File: src/rtl/wbaq_pkg.sv
// Shared definitions for the writeback store queue: size codes, line geometry,
// FSM encoding, queue entry layout and the line-crossing helper.
package wbaq_pkg;

    localparam int unsigned LINE_BYTES = 16;

    localparam logic [1:0] SZ_1B = 2'b00;
    localparam logic [1:0] SZ_2B = 2'b01;
    localparam logic [1:0] SZ_4B = 2'b10;
    localparam logic [1:0] SZ_8B = 2'b11;

    typedef enum logic [1:0] {
        ST_IDLE   = 2'd0,
        ST_REQ_LO = 2'd1,
        ST_REQ_HI = 2'd2
    } wbaq_state_e;

    typedef struct packed {
        logic [31:0] addr;
        logic [63:0] data;
        logic [1:0]  size;
        logic [6:0]  ptcid;
    } wbaq_entry_t;

    // True when an access of 2**size bytes at line offset off spills into the next line.
    function automatic logic crosses(input logic [3:0] off, input logic [1:0] size);
        return (5'(off) + (5'd1 << size)) > 5'(LINE_BYTES);
    endfunction

endpackage

File: src/rtl/wbaq_split.sv
// Places a store into 16-byte line form: rotated data and the byte enables for
// either the first (hi=0) or the spill-over (hi=1) line.
module wbaq_split
    import wbaq_pkg::*;
(
    input  logic [3:0]   addr_lo,
    input  logic [1:0]   size,
    input  logic [63:0]  data,
    input  logic         hi,
    output logic [127:0] data128,
    output logic [15:0]  mask16
);

    logic [3:0]   nbytes;
    logic [31:0]  span;
    logic [255:0] rot;

    always_comb begin
        case (size)
            SZ_1B:   nbytes = 4'd1;
            SZ_2B:   nbytes = 4'd2;
            SZ_4B:   nbytes = 4'd4;
            SZ_8B:   nbytes = 4'd8;
            default: nbytes = 4'd8;
        endcase
        // Byte enables over two consecutive lines; upper half is the spill-over line.
        span    = ((32'd1 << nbytes) - 32'd1) << addr_lo;
        mask16  = hi ? span[31:16] : span[15:0];
        // Doubling the operand turns the left shift into a 128-bit rotate.
        rot     = {64'd0, data, 64'd0, data} << {addr_lo, 3'b000};
        data128 = rot[255:128];
    end

endmodule

File: src/rtl/wbaq_ctrl.sv
// Writeback store queue: buffers stores from writeback and issues them to the
// cache as line-aligned writes, splitting stores that cross a 16-byte line.
module wbaq_ctrl
    import wbaq_pkg::*;
#(
    parameter int unsigned DEPTH = 4
) (
    input  logic         clk,
    input  logic         rst,
    input  logic         wb_valid,
    input  logic [31:0]  wb_addr,
    input  logic [63:0]  wb_data,
    input  logic [1:0]   wb_size,
    input  logic [6:0]   wb_ptcid,
    output logic         full,
    output logic         empty,
    output logic [3:0]   count,
    output logic         mem_req,
    output logic [31:0]  mem_addr,
    output logic [127:0] mem_data,
    output logic [15:0]  mem_mask,
    output logic [6:0]   mem_ptcid,
    input  logic         mem_ack,
    input  logic [31:0]  ld_addr,
    output logic         ld_conflict
);

    localparam int unsigned PTR_W = (DEPTH > 1) ? $clog2(DEPTH) : 1;
    localparam int unsigned CNT_W = 4;

    wbaq_entry_t      ent_q [DEPTH];
    wbaq_entry_t      wr_ent;
    wbaq_entry_t      head_ent;
    logic [PTR_W-1:0] head_q, head_d;
    logic [PTR_W-1:0] tail_q, tail_d;
    logic [CNT_W-1:0] count_q, count_d;
    wbaq_state_e      state_q, state_d;
    logic             push;
    logic             pop;
    logic             split_hi;
    logic             hd_cross;

    assign wr_ent   = '{addr: wb_addr, data: wb_data, size: wb_size, ptcid: wb_ptcid};
    assign head_ent = ent_q[head_q];
    assign hd_cross = crosses(head_ent.addr[3:0], head_ent.size);

    assign full  = (count_q == CNT_W'(DEPTH));
    assign empty = (count_q == '0);
    assign count = count_q;
    assign push  = wb_valid && !full;

    // Payload storage is written only at the tail and never needs clearing.
    always_ff @(posedge clk) begin
        if (push) begin
            ent_q[tail_q] <= wr_ent;
        end
    end

    always_comb begin
        head_d  = head_q + PTR_W'(pop);
        tail_d  = tail_q + PTR_W'(push);
        count_d = count_q + CNT_W'(push) - CNT_W'(pop);
    end

    always_ff @(posedge clk or negedge rst) begin
        if (!rst) begin
            head_q  <= '0;
            tail_q  <= '0;
            count_q <= '0;
        end else begin
            head_q  <= head_d;
            tail_q  <= tail_d;
            count_q <= count_d;
        end
    end

    // FSM state register
    always_ff @(posedge clk or negedge rst) begin
        if (!rst) begin
            state_q <= ST_IDLE;
        end else begin
            state_q <= state_d;
        end
    end

    // FSM next state; a push into an empty queue is requested on the following cycle.
    always_comb begin
        state_d = state_q;
        case (state_q)
            ST_IDLE:   if (count_q != '0 || push) state_d = ST_REQ_LO;
            ST_REQ_LO: if (mem_ack) state_d = hd_cross ? ST_REQ_HI : ST_IDLE;
            ST_REQ_HI: if (mem_ack) state_d = ST_IDLE;
            default:   state_d = ST_IDLE;
        endcase
    end

    // FSM outputs
    always_comb begin
        mem_req  = 1'b0;
        split_hi = 1'b0;
        pop      = 1'b0;
        case (state_q)
            ST_REQ_LO: begin
                mem_req = 1'b1;
                pop     = mem_ack && !hd_cross;
            end
            ST_REQ_HI: begin
                mem_req  = 1'b1;
                split_hi = 1'b1;
                pop      = mem_ack;
            end
            default: ;
        endcase
    end

    wbaq_split u_split (
        .addr_lo (head_ent.addr[3:0]),
        .size    (head_ent.size),
        .data    (head_ent.data),
        .hi      (split_hi),
        .data128 (mem_data),
        .mask16  (mem_mask)
    );

    assign mem_addr  = split_hi ? ({head_ent.addr[31:4], 4'h0} + 32'(LINE_BYTES))
                                : {head_ent.addr[31:4], 4'h0};
    assign mem_ptcid = head_ent.ptcid;

    // Match on line address by comparing everything above the byte offset.
    function automatic logic same_line(input logic [31:0] a, input logic [31:0] b);
        return ((a ^ b) & 32'hFFFF_FFF0) == 32'h0;
    endfunction

    always_comb begin
        ld_conflict = 1'b0;
        for (int i = 0; i < DEPTH; i++) begin
            if (CNT_W'(PTR_W'(PTR_W'(i) - head_q)) < count_q) begin
                if (same_line(ent_q[i].addr, ld_addr)) begin
                    ld_conflict = 1'b1;
                end
                if (crosses(ent_q[i].addr[3:0], ent_q[i].size) &&
                    same_line({ent_q[i].addr[31:4] + 28'd1, 4'h0}, ld_addr)) begin
                    ld_conflict = 1'b1;
                end
            end
        end
    end

endmodule

File: config.mk
export PLATFORM = sky130hd
export DESIGN_NAME = wbaq_ctrl
export DESIGN_NICKNAME = d
export VERILOG_FILES = /design/src/rtl/wbaq_pkg.sv /design/src/rtl/wbaq_split.sv /design/src/rtl/wbaq_ctrl.sv
export SDC_FILE = /design/constraint.sdc
export NUM_CORES = 1
export LEC_CHECK = 0
export BUFFER_PORTS_ARGS = -buffer_cell sky130_fd_sc_hd__buf_2
export CAP_MARGIN = 30
export CORE_ASPECT_RATIO = 1.1
export CORE_MARGIN = 2
export CORE_UTILIZATION = 30
export DETAILED_ROUTE_END_ITERATION = 8
export PLACE_DENSITY_LB_ADDON = 0.1
export SYNTH_ARGS = -nofsm -noshare
export SYNTH_HDL_FRONTEND = slang
export SYNTH_SLANG_ARGS = --single-unit
File: constraint.sdc
create_clock -name clk -period 25 [get_ports clk]
set_input_delay 2.5 -clock clk [delete_from_list [all_inputs] [get_ports clk]]
set_output_delay 2.5 -clock clk [all_outputs]
set_load 0.02 [all_outputs]
==> summary.txt, run 1 <==
Final setup viols = 0
Worst setup path category = input pin to output pin
Die Area = 0.08783 mm2
Wirelength per Cell = 25.74 um
Dpl hpwl = 70090 um
Clock sink count = 430
Final Cycle Share = 0.3213
Nets = 2657
Setup Fix Bufs, Post-CTS = 0
CTS tree = done
Worst EP required = 22500 ps
Top cells by count, synth = edfxtp_1, nand2_1, nor2_1
DRT Pass-1 Iters = 7
Largest net degree at the start of global routing = 112
Skew-Pair Late Insertion Delay = 620 ps
Crit path time final = 8033 ps
Initial Util = 0.3024
Worst hold path type = flip-flop to flip-flop
Leak = 10.58 nW
Cts-stage hold buffer count = 0
Dominant cells by area after synthesis = edfxtp_1, mux4_2, xnor2_1, nand2_1, xor2_1
Gpl congestion = 0.9382
RSZ-0062 raised after global routing = false
R2r setup slk = 19270 ps
Vias in the first global route = 19240
Startpoint types = input pin
Port Buf Inserts = 323
Final instance area = 0.03005 mm2
Maximum clock insertion buffer count = 3
Yosys cell types = 91
Yosys reg bits = 430
Cell Area, Placed = 0.02840 mm2
Worst VDD drop = 0.1291 mV
Arr. time, crit path = 5530 ps
Clock slew at reported path FFs = 60 ps
Tightest Pin Transition = 956.4 ps
Most frequent cell after synthesis = edfxtp_1
Status = finished clean
Hold path startpoint = state_q[1]
All-Layer GR Usage = 0.2106
Chip width = 282.7 um
Synth top area share = 0.4919
Initial DRC Count = 1532
Post-cts repair resize count = 0
Synth Warn # = 0
Chip height = 310.6 um
CP max FO = 8
PwrDens = 146.7 mW/mm2
Post-route DRC = 0
Initial antenna violation count = 32
Vias per cell = 5.379
RR Startpoint = head_q[0]
Total CTS buffers = 50
Cells after synthesis = 2210
Max Cap Viol = 0
Crit path launch = ld_addr[11]
Clk root buf = clkbuf_16
Post-synth EDFFs = 420
Total congestion overflow = 0
Post-synth top flop = edfxtp_1
Final Max Slew Viols = 0
Slew margin rel. = 0.3534
CP endpoint kind = output pin
Ys async rst share = 0.02326
Layout cells sized above 1 = 0.2396
Via count = 19650
Register area share after synthesis = 0.5016
Post-DRT Antenna Nets = 0
# rows = 112
Placeable Area = 0.08478 mm2
H-tree levels = 2
Hold Slack = 544.0 ps
Fin. Hold Viols = 0
Post-Syn Area per Cell = 11.60 um2
Largest area contributor in the netlist = edfxtp_1
Max Fclk = 124.5 MHz
First-pass GRT wire length = 134800 um
Area Growth Syn to Fin = 17.20%
Final wirelength = 94020 um
Clock skew = 50.99 ps
Setup_tns = 0 ps
I/O pins = 332
Cell area after synthesis = 0.02564 mm2
## critical path, cell delays in order
cell and delay, ps:
buf_2 270, xor2_1 200, or3b_2 490, a211oi_1 300, o22ai_1 170, nor4_1 520
o2111ai_1 220, o32ai_1 430, a211o_1 230, buf_2 190
## registers in the layout (all words and copies together) (netlist names)
register / count
tail_q: 2
state_q: 2
count: 4
ent_q: 420
head_q: 2
## final timing paths
check	end	cells after the start
min	state_q[1]	2
min in group asynchronous	state_q[0]	1
max	ld_conflict	10
max reg2reg	count[3]	18
min reg2reg	state_q[1]	2
max in group asynchronous	head_q[1]	1
## final cells by class
| type | count | area (um2) |
|---|---|---|
| repair buffers | 356 | 1963 |
| multi-input cells | 1584 | 11990 |
| fillers | 8449 | 54730 |
| clock buffers | 61 | 1292 |
| clock inverters | 30 | 315.3 |
| flip-flops and latches | 430 | 12870 |
| inverters | 47 | 181.4 |
| well taps | 1140 | 1426 |
| diodes | 5 | 12.51 |
## cell usage in the layout (no fill, tap or decap), types with 18 or more instances in the layout
master / count
nor2_1: 144
buf_4: 25
clkbuf_16: 50
nand2b_1: 23
o21ai_0: 130
nand2_1: 223
buf_2: 324
o22ai_1: 22
and2_1: 18
edfxtp_1: 420
nand3_1: 71
mux2_2: 43
nand4_1: 60
mux2i_1: 63
mux4_2: 100
nor3_1: 29
xor2_1: 82
ha_1: 41
a21oi_1: 107
nor4_1: 45
and3_1: 18
xnor2_1: 113
inv_1: 43
## cell families after synthesis
family / synth area share
compound gates: 0.09359
xor+xnor: 0.06661
fa+ha+maj: 0.02508
buf+inv: 0.03304
flops: 0.5016
mux: 0.1332
other cells: 0.0002929
simple gates: 0.1465
## report_power, final
group,switching (W),internal [W],leakage (nW)
sequential,0.000119,0.000959,3.97
combinational,0.00174,0.000875,5.83
clock,0.000304,0.000412,0.774
total,0.00216,0.00225,10.6
## routing by layer
layer  global-route usage  up-vias  wire length [um]
met5                    0        -               176
met4              0.06698       28              3139
met3              0.03356      177              5229
met2               0.3611      695             46880
met1               0.2702     9813             38590
li1                     -     8938                 -
## stage by stage
step	worst slack (ps)	instances	util	power (W)
global route	16870	3650	0.3544	0.004687
global placement	17070	3549	0.3336	0.003705
finish	16970	3653	0.3545	0.004410
CTS	16980	3647	0.3540	0.004467
detailed placement	17060	3556	0.3350	0.003729
floorplan	14000	2214	-	0.002805
Note: power is estimated with default switching activity, not from simulation.
==> inputs of run 2 (changes only) <==
clock period = 7.5 ns   (was 25 ns; I/O delays follow)
==> run 2 against run 1 <==
Clock skew up 4.0 ps. Cell count down 0.11%. Via count rose by 0.42%. Non-clock buffer count shrank 6. Register-to-register slack worse by 17000 ps. Total power grew to 3.3 times the previous value. Clock power grew to 3.4 times the previous value. Die area unchanged. Clock-buffer cell count decreased by 2. Utilization shrank 0.053 points. Critical path depth decreased by 1. Flip-flop and latch count did not move. Largest cell class unchanged.
==> summary.txt, run 2 (synthesized netlist as in run 1, its figures left out) <==
Final wirelength = 93640 um
Setup Fix Bufs, Post-CTS = 0
Arr. time, crit path = 4850 ps
Die Area = 0.08783 mm2
Max Cap Viol = 0
DRT Pass-1 Iters = 5
Final Cycle Share = 0.7471
Total chip power = 0.01468 W
Commonest cells after routing, fill and taps aside = edfxtp_1, buf_2, nand2_1
Largest register by flop count = ent_q
Vias in the first global route = 19210
Nets = 2651
Worst hold path type = input pin to async pin
Cell Area, Placed = 0.02833 mm2
Post-DRT Antenna Nets = 0
RSZ-0062 raised after global routing = false
Largest net degree at the start of global routing = 111
Final core occ = 0.3539
Total CTS buffers = 50
H-tree levels = 2
Clock slew at reported path FFs = 60 ps
Worst VDD drop = 0.3856 mV
CP max FO = 47
Cts-stage hold buffer count = 0
Via count = 19730
Layout cells sized above 1 = 0.2407
Layout filler cell count = 8505
Hold Slack = 37.62 ps
Worst setup path category = flip-flop to output pin
All-Layer GR Usage = 0.2096
Dpl hpwl = 69310 um
Initial antenna violation count = 25
Wirelength per Cell = 25.66 um
Post-route DRC = 0
Slew margin rel. = 0.3169
Clock skew = 54.95 ps
Clk root buf = clkbuf_16
Leak = 10.55 nW
CP endpoint kind = output pin
Maximum clock insertion buffer count = 3
Placeable Area = 0.08478 mm2
Status = finished clean
First-pass GRT wire length = 134700 um
Commonest non-fill, non-tap cell in the layout = edfxtp_1
Tightest Pin Transition = 1021 ps
Worst EP required = 6750 ps
Port Buf Inserts = 323
Initial Util = 0.3024
Post-cts repair resize count = 0
PwrDens = 489.2 mW/mm2
Skew-Pair Late Insertion Delay = 620 ps
Fin. Hold Viols = 0
Clock sink count = 430
Setup_tns = 0 ps
Total congestion overflow = 0
Gpl congestion = 0.9125
Startpoint types = flip-flop
Final instance area = 0.03001 mm2
Max FFs per register = 420
Max Fclk = 178.5 MHz
Final setup viols = 0
# rows = 112
Vias per cell = 5.408
Chip width = 282.7 um
Initial DRC Count = 1627
Chip height = 310.6 um
CTS tree = done
Final Max Slew Viols = 0
Crit path time final = 5604 ps
Area Growth Syn to Fin = 17.03%
I/O pins = 332
## run 2: changes by cell type in the layout (fill, tap and decap cells not counted), moves of 3 or more
cell        before  now
inv_6            1    4
buf_4           25   21
clkinv_2         5   10
clkinv_1        14   11
clkinvlp_4       1    4
## run 2: worst max-delay path: stages, from the launching register on
cell,delay (ps)
dfrtp_4,910
nand2_1,120
nand2_1,610
buf_4,410
nand2_1,460
nor2_1,950
o2bb2ai_1,220
nor2_1,60
a21oi_1,250
buf_2,220
## run 2: final timing paths
| kind | startpoint | to | slack [ps] | cells after the start |
|---|---|---|---|---|
| hold / removal | rst | state_q[0] | 40 | 1 |
| max in group asynchronous | rst | head_q[0] | 7240 | 1 |
| hold reg to reg | state_q[1] | state_q[1] | 530 | 2 |
| setup / recovery | head_q[1] | mem_data[36] | 1900 | 9 |
| min in group clk | wb_data[23] | ent_q[3][32] | 350 | 1 |
| setup reg to reg | head_q[1] | count[2] | 2600 | 16 |
## run 2: per-stage QoR
stage                     cells  setup WS, ps
final                      3649          1896
after global routing       3648          1671
after CTS                  3644          1801
after detailed placement   3550          2433
after global placement     3548          2492
after floorplan            2214          1262
## run 2: report_power, final
| group | internal [W] | switching, W |
|---|---|---|
| clock | 0.00138 | 0.00103 |
| sequential | 0.00320 | 0.000396 |
| combinational | 0.00289 | 0.00579 |
| total | 0.00747 | 0.00721 |
## run 2: area by class of cell
class                   count  area, um2  share of cell area
diodes                      4      10.01           0.0003336
clock buffers              59       1285             0.04282
clock inverters            35      352.8             0.01176
inverters                  47      181.4            0.006046
multi-input cells        1584      12000              0.4000
flip-flops and latches    430      12870              0.4289
well taps                1140       1426             0.04754
repair buffers            350       1878             0.06259
## run 2: layer usage
metal,GRT usage,routed length [um]
met1,0.2678,38090
met2,0.3554,45890
met3,0.03619,5798
met4,0.07335,3681
met5,0,177
==> inputs of run 3 (changes only) <==
clock period = 5.41 ns   (was 7.5 ns; I/O delays follow)
==> run 3 against run 2 <==
Utilization grew 0.052 points. Critical path depth is the same. Sequential share of layout area shrank 0.063 points. Clock-buffer cell count grew 7. Largest cell class unchanged. Total power grew 38%. Clock power grew 37%.
==> summary.txt, run 3 (synthesized netlist as in run 1, its figures left out) <==
Placed Cells = 3557
Setup Fix Bufs, Post-CTS = 0
Largest net degree at the start of global routing = 106
DRT Pass-1 Iters = 6
Die Area = 0.08783 mm2
Vias in the first global route = 19380
Crit path buf inv count = 1
CP endpoint kind = output pin
Leak = 10.58 nW
Area Growth Syn to Fin = 17.20%
Chip height = 310.6 um
Status = finished clean
Commonest cells after routing, fill and taps aside = edfxtp_1, buf_2, nand2_1
Vias per cell = 5.346
Wirelength per Cell = 25.32 um
Max FFs per register = 420
Arr. time, crit path = 4410 ps
Layout cells sized above 1 = 0.2408
Fin. Hold Viols = 0
All-Layer GR Usage = 0.2084
Final Max Slew Viols = 0
RR Startpoint = head_q[0]
Clk root buf = clkbuf_16
Final setup viols = 0
Clock skew = 54.42 ps
Crit path depth = 9
Skew-Pair Late Insertion Delay = 620 ps
RSZ-0062 raised after global routing = false
Crit path launch = ent_q[1][84]
Initial antenna violation count = 28
First-pass GRT wire length = 134200 um
Final wirelength = 92700 um
Tightest Pin Transition = 999.3 ps
Post-route DRC = 0
PwrDens = 675.0 mW/mm2
Post-DRT Antenna Nets = 0
CP max FO = 9
Worst hold path type = input pin to flip-flop
Initial Util = 0.3024
Clock sink count = 430
Initial DRC Count = 1699
End of the critical path = ld_conflict
Largest register by flop count = ent_q
Max Fclk = 202.2 MHz
Worst path cell trace = nand4_4, or3_1, nor4_1, xor2_1, or4_1, or4_1, o31ai_1, a211o_1, buf_2
Placeable Area = 0.08478 mm2
Commonest non-fill, non-tap cell in the layout = edfxtp_1
Dpl hpwl = 68460 um
Clock slew at reported path FFs = 60 ps
Maximum clock insertion buffer count = 3
WHS Path Cells = 1
Slew margin rel. = 0.3313
I/O pins = 332
# rows = 112
Total congestion overflow = 0
Worst setup path category = flip-flop to output pin
RR Endpoint = count[3]
Startpoint types = flip-flop
Cell mode on critical path = or4_1
Total CTS buffers = 51
Via count = 19570
Worst path slowest cell = nor4_1
CTS tree = done
Final Cycle Share = 0.9144
Worst EP required = 4870 ps
Crit path time final = 4947 ps
R2R cell count = 16
Fin cells = 3661
Port Buf Inserts = 323
Setup_tns = 0 ps
Gpl congestion = 0.9340
Nets = 2659
Worst VDD drop = 0.5836 mV
Chip width = 282.7 um
Slowest stage delay, CP = 600 ps
Crit path max-delay family = simple AND/OR/NAND/NOR gates
R2r setup slk = 1020 ps
Max Cap Viol = 0
H-tree levels = 2
-- run 3: worst min path at each step --
stage	startpoint	to	slack, ps
after floorplan	rst	count[0]	250
final	wb_data[31]	ent_q[3][40]	140
after CTS	wb_ptcid[6]	ent_q[2][6]	90
after global routing	wb_data[60]	ent_q[1][69]	110
after global placement	rst	state_q[0]	450
after detailed placement	rst	state_q[1]	450
-- run 3: routing by layer --
metal / vias to the layer above / global-route usage / wire (um)
li1: 8954 / - / -
met1: 9792 / 0.2618 / 38030
met2: 637 / 0.3678 / 46860
met3: 165 / 0.03604 / 5122
met4: 24 / 0.05315 / 2528
met5: - / 0 / 152
-- run 3: per-stage QoR --
| step | total power [W] | worst slack [ps] | instance area, um2 | hold slack (ps) | utilization |
|---|---|---|---|---|---|
| 2_1_floorplan | 0.01290 | 879.3 | 25680 | 245.4 | - |
| 3_3_place_gp | 0.01712 | 1006 | 28400 | 445.2 | 0.3350 |
| 3_5_place_dp | 0.01718 | 1011 | 28410 | 450.2 | 0.3351 |
| 4_1_cts | 0.02056 | 509.7 | 30030 | 91.64 | 0.3542 |
| 5_1_grt | 0.02160 | 280.8 | 30040 | 108.3 | 0.3543 |
| 6_report | 0.02028 | 463.3 | 30050 | 139.9 | 0.3544 |
-- run 3: final cells by class --
cell class              instances  area (um2)
diodes                          9       22.52
flip-flops and latches        430       12870
clock inverters                28       274.0
clock buffers                  66        1333
fillers                      8488       54730
multi-input cells            1584       12000
repair buffers                357        1941
well taps                    1140        1426
inverters                      47       181.4
-- run 3: repair_timing --
item | 4_1_cts | 5_1_grt
setup endpoints to repair | 0 | 0
hold buffers | 1 | 0
endpoints found under the hold margin | 10 | 0
gates resized for setup | 0 | 0
-- run 3: report_power, final --
part / total [W] / internal [W] / switching [W]
Combinational: 0.0121 / 0.00402 / 0.00808
Clock: 0.00329 / 0.00189 / 0.00140
Sequential: 0.00489 / 0.00444 / 0.000457
